==> config.mk <==
export PLATFORM = sky130hd
export DESIGN_NAME = im2col_reader
export DESIGN_NICKNAME = d
export VERILOG_FILES = /design/src/rtl/im2col_reader_pkg.sv /design/src/rtl/im2col_reader_fifo2.sv /design/src/rtl/im2col_reader.sv
export SDC_FILE = /design/constraint.sdc
export NUM_CORES = 1
export LEC_CHECK = 0
export BUFFER_PORTS_ARGS = -buffer_cell sky130_fd_sc_hd__buf_2
export CAP_MARGIN = 25
export CORE_UTILIZATION = 67
export DETAILED_ROUTE_END_ITERATION = 8
export HOLD_SLACK_MARGIN = 0.02
export MAX_ROUTING_LAYER = met4
export PLACE_DENSITY = 0.95
export SYNTH_ARGS = -nofsm -noshare
export SYNTH_HDL_FRONTEND = slang
export SYNTH_HIERARCHICAL = 1
export SYNTH_SLANG_ARGS = --single-unit
==> constraint.sdc <==
create_clock -name clk -period 19.25 [get_ports clk]
set_clock_uncertainty 0.15 [all_clocks]
set_input_delay 2.8875 -clock clk [delete_from_list [all_inputs] [get_ports clk]]
set_output_delay 2.8875 -clock clk [all_outputs]
set_load 0.05 [all_outputs]
==> src/rtl/im2col_reader_pkg.sv <==
// Shared widths, FSM encoding and FIFO payload for the im2col reader.
package im2col_reader_pkg;

    localparam int unsigned DATA_WIDTH = 16;
    localparam int unsigned ADDR_SIZE  = 12;
    localparam int unsigned DIM_W      = 8;
    localparam int unsigned K_W        = 4;

    // Tap coordinate width: holds oy*S+ky+K+S without overflow; negatives wrap high.
    localparam int unsigned COORD_W    = DIM_W + K_W + 4;
    // Full-precision linear CHW address before truncation to ADDR_SIZE.
    localparam int unsigned LIN_W      = 3 * DIM_W + 2;

    // One-hot, matching the ifmap buffer FSM encoding.
    typedef enum logic [4:0] {
        S_IDLE   = 5'b00001,
        S_CHECK  = 5'b00010,
        S_ISSUE  = 5'b00100,
        S_DRAIN  = 5'b01000,
        S_FINISH = 5'b10000
    } state_e;

    typedef struct packed {
        logic [DATA_WIDTH-1:0] data;
        logic                  col_last;
        logic                  frame_last;
    } col_beat_t;

endpackage

==> src/rtl/im2col_reader_fifo2.sv <==
// Two-entry synchronous FIFO for im2col beats, with flush and occupancy count.
module im2col_reader_fifo2
    import im2col_reader_pkg::*;
(
    input  logic      clk,
    input  logic      rstn,
    input  logic      flush_i,
    input  logic      push_i,
    input  col_beat_t push_beat_i,
    input  logic      pop_i,
    output col_beat_t head_o,
    output logic [1:0] count_o
);

    col_beat_t  mem_q [2];
    logic       wr_ptr_q;
    logic       rd_ptr_q;
    logic [1:0] count_q;
    logic       pop_ok;
    logic       push_ok;

    assign pop_ok  = pop_i && (count_q != 2'd0);
    assign push_ok = push_i && ((count_q != 2'd2) || pop_ok);

    // Storage, pointers and count; flush wins over any push/pop in the same cycle.
    always_ff @(posedge clk or negedge rstn) begin
        if (!rstn) begin
            mem_q[0] <= '0;
            mem_q[1] <= '0;
            wr_ptr_q <= 1'b0;
            rd_ptr_q <= 1'b0;
            count_q  <= 2'd0;
        end else if (flush_i) begin
            wr_ptr_q <= 1'b0;
            rd_ptr_q <= 1'b0;
            count_q  <= 2'd0;
        end else begin
            if (push_ok) begin
                mem_q[wr_ptr_q] <= push_beat_i;
                wr_ptr_q        <= ~wr_ptr_q;
            end
            if (pop_ok) begin
                rd_ptr_q <= ~rd_ptr_q;
            end
            count_q <= count_q + 2'(push_ok) - 2'(pop_ok);
        end
    end

    assign head_o  = mem_q[rd_ptr_q];
    assign count_o = count_q;

endmodule

==> src/rtl/im2col_reader.sv <==
// Walks oy/ox/c/ky/kx over a CHW ifmap, reads real taps from the buffer,
// inserts zero pad taps without a read, and streams the im2col columns out.
module im2col_reader
    import im2col_reader_pkg::*;
(
    input  logic                  clk,
    input  logic                  rstn,
    input  logic                  enable,
    input  logic                  conv_en,
    input  logic [DIM_W-1:0]      cfg_h,
    input  logic [DIM_W-1:0]      cfg_w,
    input  logic [DIM_W-1:0]      cfg_c,
    input  logic [K_W-1:0]        cfg_k,
    input  logic [K_W-1:0]        cfg_stride,
    input  logic [K_W-1:0]        cfg_pad,
    output logic [ADDR_SIZE-1:0]  tensor_addr,
    output logic                  t_addr_vld,
    input  logic [DATA_WIDTH-1:0] tensor_data,
    output logic [DATA_WIDTH-1:0] col_data,
    output logic                  col_valid,
    input  logic                  col_ready,
    output logic                  col_last,
    output logic                  frame_last,
    output logic                  done
);

    state_e state_q, state_d;

    logic [DIM_W-1:0] h_q, w_q, c_q;
    logic [K_W-1:0]   k_q, s_q, p_q;

    logic [DIM_W-1:0] oy_q, oy_d, ox_q, ox_d, ch_q, ch_d;
    logic [K_W-1:0]   ky_q, ky_d, kx_q, kx_d;

    logic s1_vld_q, s1_pad_q, s1_plast_q, s1_flast_q;

    logic [1:0] fifo_count;
    col_beat_t  fifo_head;
    col_beat_t  push_beat;

    logic [COORD_W-1:0] h_pad, w_pad, iy, ix;
    logic [LIN_W-1:0]   lin_addr;
    logic [2:0]         occ;
    logic pad_tap, illegal, pop, issue;
    logic last_kx, last_ky, last_c, last_ox, last_oy, patch_last, frame_last_tap;

    assign h_pad = COORD_W'(h_q) + COORD_W'({p_q, 1'b0});
    assign w_pad = COORD_W'(w_q) + COORD_W'({p_q, 1'b0});
    assign iy    = COORD_W'(oy_q) * COORD_W'(s_q) + COORD_W'(ky_q) - COORD_W'(p_q);
    assign ix    = COORD_W'(ox_q) * COORD_W'(s_q) + COORD_W'(kx_q) - COORD_W'(p_q);

    // Negative coordinates wrap to large unsigned values, so one compare covers both edges.
    assign pad_tap = (iy >= COORD_W'(h_q)) || (ix >= COORD_W'(w_q));

    assign lin_addr = (LIN_W'(ch_q) * LIN_W'(h_q) + LIN_W'(iy[DIM_W-1:0])) * LIN_W'(w_q)
                    + LIN_W'(ix[DIM_W-1:0]);

    assign illegal = (h_q == '0) || (w_q == '0) || (c_q == '0) || (k_q == '0) || (s_q == '0)
                  || (COORD_W'(k_q) > h_pad) || (COORD_W'(k_q) > w_pad);

    // An output position is the last one when the next window would run past the padded edge.
    assign last_kx = (kx_q == k_q - K_W'(1));
    assign last_ky = (ky_q == k_q - K_W'(1));
    assign last_c  = (ch_q == c_q - DIM_W'(1));
    assign last_ox = (COORD_W'(ox_q) * COORD_W'(s_q) + COORD_W'(s_q) + COORD_W'(k_q)) > w_pad;
    assign last_oy = (COORD_W'(oy_q) * COORD_W'(s_q) + COORD_W'(s_q) + COORD_W'(k_q)) > h_pad;
    assign patch_last     = last_c && last_ky && last_kx;
    assign frame_last_tap = patch_last && last_ox && last_oy;

    // Read strobe is a same-cycle decision so this cycle's pop can free a credit.
    assign col_valid = (fifo_count != 2'd0);
    assign pop       = col_valid && col_ready;
    assign occ       = 3'(fifo_count) + 3'(s1_vld_q) - 3'(pop);
    assign issue     = (state_q == S_ISSUE) && enable && !conv_en && (occ < 3'd2);

    assign t_addr_vld  = issue && !pad_tap;
    assign tensor_addr = t_addr_vld ? ADDR_SIZE'(lin_addr) : '0;
    assign col_data    = col_valid ? fifo_head.data : '0;
    assign col_last    = col_valid && fifo_head.col_last;
    assign frame_last  = col_valid && fifo_head.frame_last;
    assign done        = (state_q == S_FINISH);

    // State register.
    always_ff @(posedge clk or negedge rstn) begin
        if (!rstn) state_q <= S_IDLE;
        else       state_q <= state_d;
    end

    // Next state; conv_en restarts from any state.
    always_comb begin
        state_d = state_q;
        if (conv_en) begin
            state_d = S_CHECK;
        end else begin
            case (state_q)
                S_IDLE:   state_d = S_IDLE;
                S_CHECK:  state_d = illegal ? S_FINISH : S_ISSUE;
                S_ISSUE:  if (issue && frame_last_tap) state_d = S_DRAIN;
                S_DRAIN:  if (!s1_vld_q && (fifo_count == 2'd0)) state_d = S_FINISH;
                S_FINISH: state_d = S_IDLE;
                default:  state_d = S_IDLE;
            endcase
        end
    end

    // Configuration is captured only on the start pulse.
    always_ff @(posedge clk or negedge rstn) begin
        if (!rstn) begin
            h_q <= '0; w_q <= '0; c_q <= '0;
            k_q <= '0; s_q <= '0; p_q <= '0;
        end else if (conv_en) begin
            h_q <= cfg_h; w_q <= cfg_w; c_q <= cfg_c;
            k_q <= cfg_k; s_q <= cfg_stride; p_q <= cfg_pad;
        end
    end

    // Tap counters advance kx fastest, oy slowest, one step per issued tap.
    always_comb begin
        oy_d = oy_q; ox_d = ox_q; ch_d = ch_q; ky_d = ky_q; kx_d = kx_q;
        if (conv_en) begin
            oy_d = '0; ox_d = '0; ch_d = '0; ky_d = '0; kx_d = '0;
        end else if (issue) begin
            if (!last_kx) begin
                kx_d = kx_q + K_W'(1);
            end else begin
                kx_d = '0;
                if (!last_ky) begin
                    ky_d = ky_q + K_W'(1);
                end else begin
                    ky_d = '0;
                    if (!last_c) begin
                        ch_d = ch_q + DIM_W'(1);
                    end else begin
                        ch_d = '0;
                        if (!last_ox) begin
                            ox_d = ox_q + DIM_W'(1);
                        end else begin
                            ox_d = '0;
                            oy_d = last_oy ? '0 : oy_q + DIM_W'(1);
                        end
                    end
                end
            end
        end
    end

    // Tap counter registers.
    always_ff @(posedge clk or negedge rstn) begin
        if (!rstn) begin
            oy_q <= '0; ox_q <= '0; ch_q <= '0; ky_q <= '0; kx_q <= '0;
        end else begin
            oy_q <= oy_d; ox_q <= ox_d; ch_q <= ch_d; ky_q <= ky_d; kx_q <= kx_d;
        end
    end

    // Stage 1 tracks the tap whose read data lands this cycle; abort discards it.
    always_ff @(posedge clk or negedge rstn) begin
        if (!rstn) begin
            s1_vld_q <= 1'b0; s1_pad_q <= 1'b0; s1_plast_q <= 1'b0; s1_flast_q <= 1'b0;
        end else if (conv_en) begin
            s1_vld_q <= 1'b0; s1_pad_q <= 1'b0; s1_plast_q <= 1'b0; s1_flast_q <= 1'b0;
        end else begin
            s1_vld_q   <= issue;
            s1_pad_q   <= pad_tap;
            s1_plast_q <= patch_last;
            s1_flast_q <= frame_last_tap;
        end
    end

    assign push_beat.data       = s1_pad_q ? '0 : tensor_data;
    assign push_beat.col_last   = s1_plast_q;
    assign push_beat.frame_last = s1_flast_q;

    im2col_reader_fifo2 u_fifo (
        .clk         (clk),
        .rstn        (rstn),
        .flush_i     (conv_en),
        .push_i      (s1_vld_q),
        .push_beat_i (push_beat),
        .pop_i       (pop),
        .head_o      (fifo_head),
        .count_o     (fifo_count)
    );

endmodule

==> flow_metrics.tcl <==
set metrics [dict create \
    outcome "finished clean" \
    crit_buf_inv 11 \
    worstSkewPairLatency_ps 440 \
    vias_per_cell 6.44 \
    fin_crit_ps 15320 \
    cp_data_arrival_time_ps 12280 \
    die_x_um 154 \
    io_buffers 89 \
    dp_hpwl_mm 30.6 \
    cts_setup_buffers 0 \
    hold_class "flop to flop" \
    synth_edf_count 0 \
    hold_viol_final 0 \
    h-tree-depth 4 \
    detail_route.wl_per_cell_um 20.6 \
    ys_top_cells_by_area "dfrtp_1 19%, fa_1 16%, ha_1 15%, inv_1 6.5%, mux2_2 4.2%" \
    yosysSeqAreaShare_pct 19.0 \
    synth-simple-area-share_pct 18.0 \
    ios 90 \
    startpoint "s_q[3]" \
    layout-drive-gt1-share_pct 11.6 \
    ys_types 81 \
    critical_path.most_common_cell "fa_1" \
    layout_commonest_cell "inv_1" \
    die_y_um 154 \
    clockRootBuffer "clkbuf_16" \
    grt_start_max_net_pins 84 \
    cts_tree "built" \
    synthCells 1746 \
    grt_setup_unrepaired "no" \
    num_vias 13600 \
    setup.worst_path.end "tensor_addr[11]" \
    synth_top_area_cell "dfrtp_1" \
    overflow 0 \
    crit_required_ps 16210 \
    layout_worst_path_cycle_share_pct 79.6 \
    synth_fa_ha_area_share_pct 31.6 \
    avgSynthCellArea_um2 8.83 \
    final_cell_mix "267 x inv_1, 186 x ha_1, 155 x nand2_1, 127 x fa_1, 116 x dfrtp_1" \
    drt_first_pass_iters 8 \
    routabilityCongestion 0.952 \
    die_area_mm2 0.0236 \
    drt-total-wl_mm 43.5 \
    drt_iter0_drc 1409 \
    final_max_slew_viol_count 0 \
    critPathMaxStageDelay_ps 720 \
    clockBufferDepth 2 \
    synth_mux_area_share_pct 5.60 \
    critPathSlowestCell "dfrtp_1" \
    path_depth 41 \
    antenna_left 0 \
    rr_startpoint "s_q[3]" \
    post_cts_resized 0 \
    setup_viol_count_final 0 \
    synth_compound_area_share_pct 11.0 \
    nets 2178 \
    syn_nets 2116 \
    area_delta_synth_final_pct 8.05 \
    synth_top_family_by_area "adder cells" \
    synth_seq_cells 117 \
    rows 55 \
    nFillCells 1411 \
    reg2reg_depth 24 \
    fmax_ghz 0.0653 \
    synthXorXnorAreaFrac_pct 6.63 \
    grt_pass1_vias 14000 \
    cp_top_family "adder cells" \
    cts_sinks 117 \
    grt_use_total_pct 38.0 \
    setup_tns_ps 0 \
    ys_async_sr_fraction_pct 100 \
    r2r-end "s1_pad_q" \
    clk_pin_slew_ps 60 \
    ys.flop_type "dfrtp_1" \
    cts_buffers 17 \
    netlist_area_mm2 0.0154 \
    cp_max_fo 17 \
    regToRegSetupSlack_ps 11450 \
    cp-end-kind "output pin" \
    start_kind "flop" \
    yosys_warnings 6 \
    worstMarginPinSlew_ps 952 \
    maxCapViolCount 0 \
    drcViolationCount 0 \
    slew_headroom_pct 36.0 \
    diodes 0 \
    critPathKind "flop to output pin" \
    hold_buffers 0 \
    synth.top_cell.area_share_pct 18.8 \
    grt_pass1_wl_mm 69.1 \
    antenna_found_initial 0 \
    core_mm2 0.0226 \
    initial_core_util_pct 68.3 \
]
routing by layer:
layer  wire, µm  vias up  GRT usage (%)
met5          0        -              -
met3       4210      277           8.68
li1           -     5885              -
met4       2990        0           23.1
met2      20500      887           60.5
met1      15800     6507           43.9
worst min path at each step:
stage                           startpoint  cells past startpoint          endpoint  slack, ps
after floorplan            u_fifo/mem_q[0]                      1   u_fifo/mem_q[0]        320
after global placement    u_fifo/mem_q[28]                      1  u_fifo/mem_q[28]        330
after detailed placement  u_fifo/mem_q[18]                      1  u_fifo/mem_q[18]        340
after CTS                 u_fifo/mem_q[18]                      1  u_fifo/mem_q[18]        360
after global routing      u_fifo/mem_q[18]                      1  u_fifo/mem_q[18]        370
final                     u_fifo/mem_q[18]                      1  u_fifo/mem_q[18]        360
sequential cells by signal, summed over array words and instances (netlist names), 2 cells and up:
name and flops:
ox_q 8, u_fifo/mem_q 36, k_q 4, ky_q 4
w_q 8, c_q 8, p_q 4, ch_q 8
kx_q 4, h_q 8, s_q 4, state_q 5
u_fifo/count_o 2, oy_q 8
layout make-up:
type / count / area (µm²) / area share [%]
multi-input cells: 1307 / 11200 / 67.5
clock inverters: 15 / 159 / 0.954
clock buffers: 17 / 425 / 2.55
repair buffers: 95 / 533 / 3.20
well taps: 285 / 357 / 2.14
inverters: 270 / 1010 / 6.08
flip-flops and latches: 117 / 2930 / 17.6
cells in the mapped netlist, types with 7 or more instances:
| library cell | instances |
|---|---|
| a21oi_1 | 63 |
| o21a_1 | 15 |
| nor4_1 | 13 |
| clkbuf_1 | 40 |
| mux2_4 | 10 |
| nand2b_1 | 23 |
| xor2_1 | 38 |
| ha_1 | 186 |
| o22ai_1 | 10 |
| a211oi_1 | 11 |
| and2_1 | 94 |
| nor3_1 | 31 |
| and3_1 | 10 |
| dfrtp_1 | 116 |
| mux2_2 | 57 |
| o21bai_1 | 10 |
| a21o_1 | 26 |
| fa_1 | 127 |
| o211ai_1 | 7 |
| nor2_1 | 82 |
| nand2_1 | 155 |
| nand4_1 | 14 |
| xnor2_1 | 71 |
| nand3_1 | 37 |
| o21ai_0 | 57 |
| nor2b_1 | 50 |
| o21ai_1 | 12 |
| inv_1 | 267 |
stage by stage:
step                area [µm²]  hold WS [ps]  setup WS, ps  util, %  std cells
finish                   16700           358          3930     73.8       2106
global route             16700           367          3370     73.8       2106
CTS                      16600           356          4010     73.6       2104
detailed placement       16000           345          4610     71.0       2072
global placement         16000           333          4800     71.0       2072
floorplan                15400           325          5010        -       1746
worst register-to-register path: cells and delay by family, from the launching register on:
family          cells  cell delay, ps
fa+ha+maj           6            2710
simple gates        3             700
flops               1             720
buf+inv             4             440
xor+xnor            2             640
compound gates      9            2250
cells by family after synthesis:
family                   count (synthesis)
AND/OR/NAND/NOR                        544
XOR/XNOR                               112
AO/OA/AOI/OAI                          263
buffers and inverters                  322
adder cells (fa/ha/maj)                314
multiplexers                            74
flip-flops                             117
Power is left out: the tool's default activity adds up to more than one toggle a clock period on the data nets, which glitch-free logic cannot reach.
